==> src/rtl/sal_bk_pkg.sv <==
// Shared types and helpers for the SAL per-bank controller (sal_bk_ctrl_q)
// and its request FIFO.
package sal_bk_pkg;

    // Entry field widths; the controller's RA_W/CA_W/ID_W must match these.
    localparam int BK_RA_W = 16;
    localparam int BK_CA_W = 10;
    localparam int BK_ID_W = 8;

    typedef enum logic [1:0] {
        BK_IDLE        = 2'd0,
        BK_ACTIVATING  = 2'd1,
        BK_ACTIVE      = 2'd2,
        BK_PRECHARGING = 2'd3
    } bk_state_t;

    typedef struct packed {
        logic               wr;
        logic [BK_RA_W-1:0] ra;
        logic [BK_CA_W-1:0] ca;
        logic [BK_ID_W-1:0] id;
    } bk_entry_t;

    // Counters hold t-1 after the grant so the dependent command is legal t cycles later.
    function automatic int unsigned tim_load(input int unsigned t);
        return (t == 0) ? 0 : t - 1;
    endfunction

endpackage

==> src/rtl/sal_bk_req_fifo.sv <==
// In-order request buffer for one bank; head is the oldest entry.
// Push while full is accepted only when a pop happens in the same cycle.
module sal_bk_req_fifo
    import sal_bk_pkg::*;
#(
    parameter int DEPTH = 4
) (
    input  logic      clk,
    input  logic      rst_n,
    input  logic      push,
    input  logic      pop,
    input  bk_entry_t din,
    output logic      full,
    output logic      empty,
    output bk_entry_t head
);

    localparam int AW = $clog2(DEPTH);
    localparam int CW = AW + 1;

    bk_entry_t     mem [DEPTH];
    logic [AW-1:0] wr_ptr;
    logic [AW-1:0] rd_ptr;
    logic [CW-1:0] count;
    logic          push_en;
    logic          pop_en;

    assign empty   = (count == '0);
    assign full    = (count == CW'(DEPTH));
    assign pop_en  = pop & ~empty;
    assign push_en = push & (~full | pop_en);
    assign head    = mem[rd_ptr];

    always_ff @(posedge clk) begin
        if (push_en) begin
            mem[wr_ptr] <= din;
        end
    end

    // DEPTH is a power of two, so pointers wrap naturally.
    always_ff @(posedge clk or negedge rst_n) begin
        if (!rst_n) begin
            wr_ptr <= '0;
            rd_ptr <= '0;
            count  <= '0;
        end else begin
            if (push_en) begin
                wr_ptr <= wr_ptr + AW'(1);
            end
            if (pop_en) begin
                rd_ptr <= rd_ptr + AW'(1);
            end
            count <= count + CW'(push_en) - CW'(pop_en);
        end
    end

endmodule

==> src/rtl/sal_bk_ctrl_q.sv <==
// SAL per-bank controller: request buffering, open-row tracking, tRCD/tRAS/tRP/tRTP/tWTP
// gating and refresh arbitration. Define SAL_BK_PAGE_TIMEOUT_EN for idle page auto-close.
module sal_bk_ctrl_q
    import sal_bk_pkg::*;
#(
    parameter int BK_ID        = 0,
    parameter int BA_W         = 4,
    parameter int RA_W         = 16,
    parameter int CA_W         = 10,
    parameter int ID_W         = 8,
    parameter int TW           = 8,
    parameter int REQ_DEPTH    = 4,
    parameter int PAGE_TIMEOUT = 64
) (
    input  logic            clk,
    input  logic            rst_n,
    input  logic [TW-1:0]   t_rcd_i,
    input  logic [TW-1:0]   t_ras_i,
    input  logic [TW-1:0]   t_rp_i,
    input  logic [TW-1:0]   t_rtp_i,
    input  logic [TW-1:0]   t_wtp_i,
    input  logic            req_valid_i,
    output logic            req_ready_o,
    input  logic            req_wr_i,
    input  logic [RA_W-1:0] req_ra_i,
    input  logic [CA_W-1:0] req_ca_i,
    input  logic [ID_W-1:0] req_id_i,
    output logic            act_req_o,
    output logic            rd_req_o,
    output logic            wr_req_o,
    output logic            pre_req_o,
    input  logic            act_gnt_i,
    input  logic            rd_gnt_i,
    input  logic            wr_gnt_i,
    input  logic            pre_gnt_i,
    output logic [BA_W-1:0] bk_ba_o,
    output logic [RA_W-1:0] bk_ra_o,
    output logic [CA_W-1:0] bk_ca_o,
    output logic [ID_W-1:0] bk_id_o,
    input  logic            ref_req_i,
    output logic            ref_gnt_o
);

    bk_state_t       state;
    bk_entry_t       req_entry;
    bk_entry_t       head;
    logic            fifo_full;
    logic            fifo_empty;
    logic            push;
    logic            pop;
    logic [RA_W-1:0] open_row;
    logic [TW-1:0]   cnt_rcd;
    logic [TW-1:0]   cnt_ras;
    logic [TW-1:0]   cnt_rp;
    logic [TW-1:0]   cnt_rtp;
    logic [TW-1:0]   cnt_wtp;
    logic            eff_idle;
    logic            eff_active;
    logic            head_hit;
    logic            pre_ok;
    logic            close_want;
    logic            timeout;
    logic            act_fire;
    logic            rd_fire;
    logic            wr_fire;
    logic            pre_fire;

    function automatic logic [TW-1:0] cnt_next(input logic [TW-1:0] cur, input logic ld,
                                               input logic [TW-1:0] t);
        if (ld) begin
            return TW'(tim_load(32'(t)));
        end
        return (cur == '0) ? '0 : cur - TW'(1);
    endfunction

    assign req_entry.wr = req_wr_i;
    assign req_entry.ra = req_ra_i;
    assign req_entry.ca = req_ca_i;
    assign req_entry.id = req_id_i;

    sal_bk_req_fifo #(
        .DEPTH (REQ_DEPTH)
    ) u_fifo (
        .clk   (clk),
        .rst_n (rst_n),
        .push  (push),
        .pop   (pop),
        .din   (req_entry),
        .full  (fifo_full),
        .empty (fifo_empty),
        .head  (head)
    );

    // The wait states hand over in the same cycle their counter reaches zero,
    // so the follow-on command is offered exactly t cycles after the grant.
    assign eff_idle   = (state == BK_IDLE) | ((state == BK_PRECHARGING) & (cnt_rp == '0));
    assign eff_active = (state == BK_ACTIVE) | ((state == BK_ACTIVATING) & (cnt_rcd == '0));
    assign head_hit   = ~fifo_empty & (head.ra == open_row);
    assign pre_ok     = (cnt_ras == '0) & (cnt_rtp == '0) & (cnt_wtp == '0);
    assign close_want = (~fifo_empty & ~head_hit) | ref_req_i | timeout;

    assign act_req_o = eff_idle & ~fifo_empty & ~ref_req_i & (cnt_rp == '0);
    assign rd_req_o  = eff_active & head_hit & ~ref_req_i & ~head.wr;
    assign wr_req_o  = eff_active & head_hit & ~ref_req_i & head.wr;
    assign pre_req_o = eff_active & close_want & pre_ok;
    assign ref_gnt_o = rst_n & ref_req_i & eff_idle & (cnt_rp == '0);

    // Grants without a matching request are dropped here.
    assign act_fire = act_gnt_i & act_req_o;
    assign rd_fire  = rd_gnt_i & rd_req_o;
    assign wr_fire  = wr_gnt_i & wr_req_o;
    assign pre_fire = pre_gnt_i & pre_req_o;

    assign pop         = rd_fire | wr_fire;
    assign req_ready_o = ~fifo_full | pop;
    assign push        = req_valid_i & req_ready_o;

    assign bk_ba_o = BA_W'(BK_ID);
    assign bk_ra_o = head.ra;
    assign bk_ca_o = head.ca;
    assign bk_id_o = head.id;

    always_ff @(posedge clk or negedge rst_n) begin
        if (!rst_n) begin
            state    <= BK_IDLE;
            open_row <= '0;
            cnt_rcd  <= '0;
            cnt_ras  <= '0;
            cnt_rp   <= '0;
            cnt_rtp  <= '0;
            cnt_wtp  <= '0;
        end else begin
            cnt_rcd <= cnt_next(cnt_rcd, act_fire, t_rcd_i);
            cnt_ras <= cnt_next(cnt_ras, act_fire, t_ras_i);
            cnt_rp  <= cnt_next(cnt_rp, pre_fire, t_rp_i);
            cnt_rtp <= cnt_next(cnt_rtp, rd_fire, t_rtp_i);
            cnt_wtp <= cnt_next(cnt_wtp, wr_fire, t_wtp_i);
            if (act_fire) begin
                open_row <= head.ra;
            end
            case (state)
                BK_IDLE: begin
                    if (act_fire) state <= BK_ACTIVATING;
                end
                BK_ACTIVATING: begin
                    if (pre_fire) state <= BK_PRECHARGING;
                    else if (cnt_rcd == '0) state <= BK_ACTIVE;
                end
                BK_ACTIVE: begin
                    if (pre_fire) state <= BK_PRECHARGING;
                end
                BK_PRECHARGING: begin
                    if (act_fire) state <= BK_ACTIVATING;
                    else if (cnt_rp == '0) state <= BK_IDLE;
                end
                default: state <= BK_IDLE;
            endcase
        end
    end

`ifdef SAL_BK_PAGE_TIMEOUT_EN
    localparam int IW = $clog2(PAGE_TIMEOUT + 1);

    logic [IW-1:0] idle_cnt;
    logic          any_fire;

    assign any_fire = act_fire | rd_fire | wr_fire | pre_fire;
    assign timeout  = eff_active & fifo_empty & (idle_cnt == IW'(PAGE_TIMEOUT));

    // Counts consecutive open-and-idle cycles, saturating at the limit.
    always_ff @(posedge clk or negedge rst_n) begin
        if (!rst_n) begin
            idle_cnt <= '0;
        end else if (push | any_fire | ~eff_active | ~fifo_empty) begin
            idle_cnt <= '0;
        end else if (idle_cnt != IW'(PAGE_TIMEOUT)) begin
            idle_cnt <= idle_cnt + IW'(1);
        end
    end
`else
    logic unused_page_cfg;

    assign timeout         = 1'b0;
    assign unused_page_cfg = (PAGE_TIMEOUT < 0);
`endif

`ifndef SYNTHESIS
    a_act_gnt: assert property (@(posedge clk) disable iff (!rst_n) act_gnt_i |-> act_req_o)
        else $error("sal_bk_ctrl_q: act_gnt_i without act_req_o");
    a_rd_gnt: assert property (@(posedge clk) disable iff (!rst_n) rd_gnt_i |-> rd_req_o)
        else $error("sal_bk_ctrl_q: rd_gnt_i without rd_req_o");
    a_wr_gnt: assert property (@(posedge clk) disable iff (!rst_n) wr_gnt_i |-> wr_req_o)
        else $error("sal_bk_ctrl_q: wr_gnt_i without wr_req_o");
    a_pre_gnt: assert property (@(posedge clk) disable iff (!rst_n) pre_gnt_i |-> pre_req_o)
        else $error("sal_bk_ctrl_q: pre_gnt_i without pre_req_o");
    a_one_gnt: assert property (@(posedge clk) disable iff (!rst_n)
                                $onehot0({act_gnt_i, rd_gnt_i, wr_gnt_i, pre_gnt_i}))
        else $error("sal_bk_ctrl_q: more than one grant in a cycle");
`endif

endmodule

==> config.mk <==
export PLATFORM = sky130hd
export DESIGN_NAME = sal_bk_ctrl_q
export DESIGN_NICKNAME = d
export VERILOG_FILES = /design/src/rtl/sal_bk_pkg.sv /design/src/rtl/sal_bk_req_fifo.sv /design/src/rtl/sal_bk_ctrl_q.sv
export SDC_FILE = /design/constraint.sdc
export NUM_CORES = 1
export LEC_CHECK = 0
export CAP_MARGIN = 40
export CORE_UTILIZATION = 25
export DETAILED_ROUTE_END_ITERATION = 10
export HOLD_SLACK_MARGIN = 0.03
export PLACE_DENSITY_LB_ADDON = 0.3
export SYNTH_ARGS = -nofsm -noshare
export SYNTH_HDL_FRONTEND = slang
export SYNTH_SLANG_ARGS = --single-unit
==> constraint.sdc <==
create_clock -name clk -period 3.5 [get_ports clk]
set_input_delay 0.35 -clock clk [delete_from_list [all_inputs] [get_ports clk]]
set_output_delay 0.35 -clock clk [all_outputs]
set_load 0.005 [all_outputs]
==> qor.yml <==
setup_viol: 0
area.growth.synth_to_final_pct: 30.9
hold_viol_final: 0
rows: 70
cts.htree.levels: 1
final_util_pct: 33.4
yosysWarningCount: 0
post-dp-hpwl_um: 14700
totalWireLength_um: 20900
rr_startpoint: "u_fifo.rd_ptr[0]"
synth-compound-area-share_pct: 4.06
timing.critical_path.fanout_max: 5
globalplace.congestion: 0.744
run_status: "finished clean"
drt_pass1_iterations: 4
main_combinational_cell_family_by_area_after_synthesis: "multiplexers"
seq_area_frac_synth_pct: 62.0
post_place_setup_slack_ns: 0.226
antenna_violating_nets_post_route: 0
pin_count_of_the_biggest_net_entering_global_routing: 47
synth.cell_area_sq_mm: 0.00940
coreArea_sq_mm: 0.0368
post_synth_mux_area_share_pct: 11.3
synth_top_cell_area_share_pct: 44.7
relSlewSlack_pct: 39.7
regToRegEndpoint: "u_fifo.mem[0][24]"
route.vias.total: 5729
worst_hold_path_type: "primary input to asynchronous set/reset pin"
yosys_register_bits: 205
crit_start: "u_fifo.rd_ptr[0]"
cts.reportedPaths.clkPinSlew_ns: 0.05
synth_most_common_cell: "sky130_fd_sc_hd__edfxtp_1"
fin_ws_ns: 0.167
route.detailed.vias_per_inst: 4.32
slew_worst_pin_ns: 0.897
crit_required_ns: 3.15
portBuffers: 122
post-route-period-util_pct: 95.2
synth.top_cells.by_count: "sky130_fd_sc_hd__edfxtp_1, sky130_fd_sc_hd__dfrtp_1, sky130_fd_sc_hd__nand2_1, sky130_fd_sc_hd__nor2_1, sky130_fd_sc_hd__xnor2_1"
chipWidth_um: 196
synth-async-reset-ratio_pct: 31.7
clock_insertion_delay_worst_skew_ns: 0.53
fp.dieArea_sq_mm: 0.0384
initial_utilization_pct: 25.6
finalCriticalPeriod_ns: 3.33
synth_fa_ha_area_share_pct: 3.01
max_cap_viol_count: 0
globalRouteOverflowTotal: 0
synthSimpleGateAreaFrac_pct: 10.9
drc_errors: 0
synthesized_area_per_cell_sq_um: 14.1
start_kind: "flop"
die_h_um: 196
number_of_flops_mapped_to_enable_cells_by_yosys: 140
cts-root-buf: "sky130_fd_sc_hd__clkbuf_16"
fin_nets: 944
yosys.area_share.xor_xnor_pct: 5.86
irDropWorstVdd_mv: 0.322
netlist_top_cells_area: "sky130_fd_sc_hd__edfxtp_1, sky130_fd_sc_hd__dfrtp_1, sky130_fd_sc_hd__mux4_2"
fraction_of_final_layout_cells_sized_beyond_drive_strength_1_pct: 17.1
syn_inst: 665
clock_path_buffers: 3
synth_flop_cell: "sky130_fd_sc_hd__edfxtp_1"
power_density_mw_per_mm2: 513
iteration_0_drc_count_of_the_detailed_router: 237
design.portCount: 127
grt_setup_unrepaired: "true"
leakage_uw: 0.00460
global_route.usage.total_pct: 11.0
cts_sinks: 205
worst_clock_skew_ns: 0.0244
worst-endpoint-arrival_ns: 2.98
holdWs_ns: 0.173
grt_first_pass_wirelength_um: 32900
critPathCaptureType: "output port"
final_max_slew_viol_count: 0
cts_inserted_buffers: 24
yosys.cell_types.count: 53
routedWlPerCell_um: 15.8
netlist.top_cell.by_area: "sky130_fd_sc_hd__edfxtp_1"
clock.fmax_mhz: 300
ff2ff_path_depth: 11
antenna_found_initial: 1
grt_pass1_vias: 5920
worstSetupPathType: "flop to output port"
cts_tree: "done"
reg2reg_setup_slack_ns: 0.18
-- flip-flops by register name, summed over array words and instances, names as in the netlist --
signal	cells
u_fifo.mem	140
open_row	16
cnt_ras	8
cnt_rcd	8
cnt_rp	8
cnt_rtp	8
cnt_wtp	8
u_fifo.count	3
state	2
u_fifo.rd_ptr	2
u_fifo.wr_ptr	2
-- power by group --
| group | internal [uW] | switching (uW) |
|---|---|---|
| registers | 2990 | 82.0 |
| clock network | 1280 | 972 |
| logic | 474 | 506 |
| total | 4750 | 1560 |
-- cells by family after synthesis --
kind of cell               count (synthesis)
DFF                                      205
adders and majority gates                 22
and+or+nand+nor                          203
xor gates and xnor gates                  62
AOI/OAI and AO/OA                         58
buffers and inverters                     58
muxes                                     56
other                                      1
-- per-layer routing --
metal	share of wire (%)	routed length [um]	track usage (%)
met1	45	9310	14.1
met2	47	9840	18.3
met3	6.3	1310	2.70
met4	2.0	424	3.13
met5	0	0	0
-- placed cells by master, fill, tap and decap left out, drive strengths merged, types with 3 or more instances in the layout --
cell type / count
o21ai: 6
clkdlybuf4s50: 117
mux4: 35
a21oi: 15
clkbuf: 28
nand3: 15
or2: 3
and2: 4
edfxtp: 140
or3: 5
xnor2: 48
mux2: 14
nor2: 47
nor4b: 4
ha: 21
o21a: 5
nor4: 10
inv: 39
nor3: 21
xor2: 14
nor3b: 4
conb: 4
dfrtp: 65
clkinv: 15
mux2i: 7
nor2b: 4
o31ai: 3
buf: 44
a211oi: 4
o22ai: 20
nand2: 65
nand4: 7
-- area by class of cell --
type                       count  area [sq um]
antenna                        2          5.00
clock buffer                  28           626
clock inverter                15          96.3
fill                        3593         24500
inverter                      39           146
multi-input combinational    405          3350
sequential                   205          5840
tap                          468           586
timing repair buffer         164          1660
-- metrics by stage --
| step | instances | total power [uW] | TNS, ns | cell area, sq um |
|---|---|---|---|---|
| 3_5_place_dp | 1266 | 4110 | 0 | 11400 |
| 4_1_cts | 1318 | 6430 | 0 | 12200 |
| 2_1_floorplan | 668 | 3540 | 0 | 9420 |
| 5_1_grt | 1324 | 6610 | -0.0145 | 12300 |
| 3_3_place_gp | 1265 | 4100 | 0 | 11400 |
| 6_report | 1326 | 6310 | 0 | 12300 |
-- worst max-delay path, stage by stage, from the launching register on --
cell	delay [ns]
sky130_fd_sc_hd__dfrtp_2	0.45
sky130_fd_sc_hd__buf_12	0.14
sky130_fd_sc_hd__mux4_2	0.54
sky130_fd_sc_hd__xnor2_1	0.16
sky130_fd_sc_hd__nand4_1	0.19
sky130_fd_sc_hd__nor4_4	0.37
sky130_fd_sc_hd__nand4_2	0.17
sky130_fd_sc_hd__buf_6	0.16
sky130_fd_sc_hd__nand2_2	0.08
sky130_fd_sc_hd__clkdlybuf4s15_1	0.21
-- worst max path at each step --
stage | end | slack (ns) | cells past startpoint
final | req_ready_o | 0.17 | 9
after global routing | wr_req_o | -0.01 | 10
after CTS | req_ready_o | 0.05 | 9
after detailed placement | u_fifo.mem[0][4] | 0.23 | 9
after global placement | u_fifo.mem[0][1] | 0.30 | 9
after floorplan | u_fifo.count[2] | 0.27 | 14
-- repair_timing --
item / 4_1_cts / 5_1_grt
hold buffers: 1 / 0
setup buffers: 8 / 6
pin swaps: 4 / 4
hold endpoints to repair: 19 / 0
setup endpoints to repair: 4 / 60
gates resized for setup: 22 / 5
Note: power is estimated with default switching activity, not from simulation.
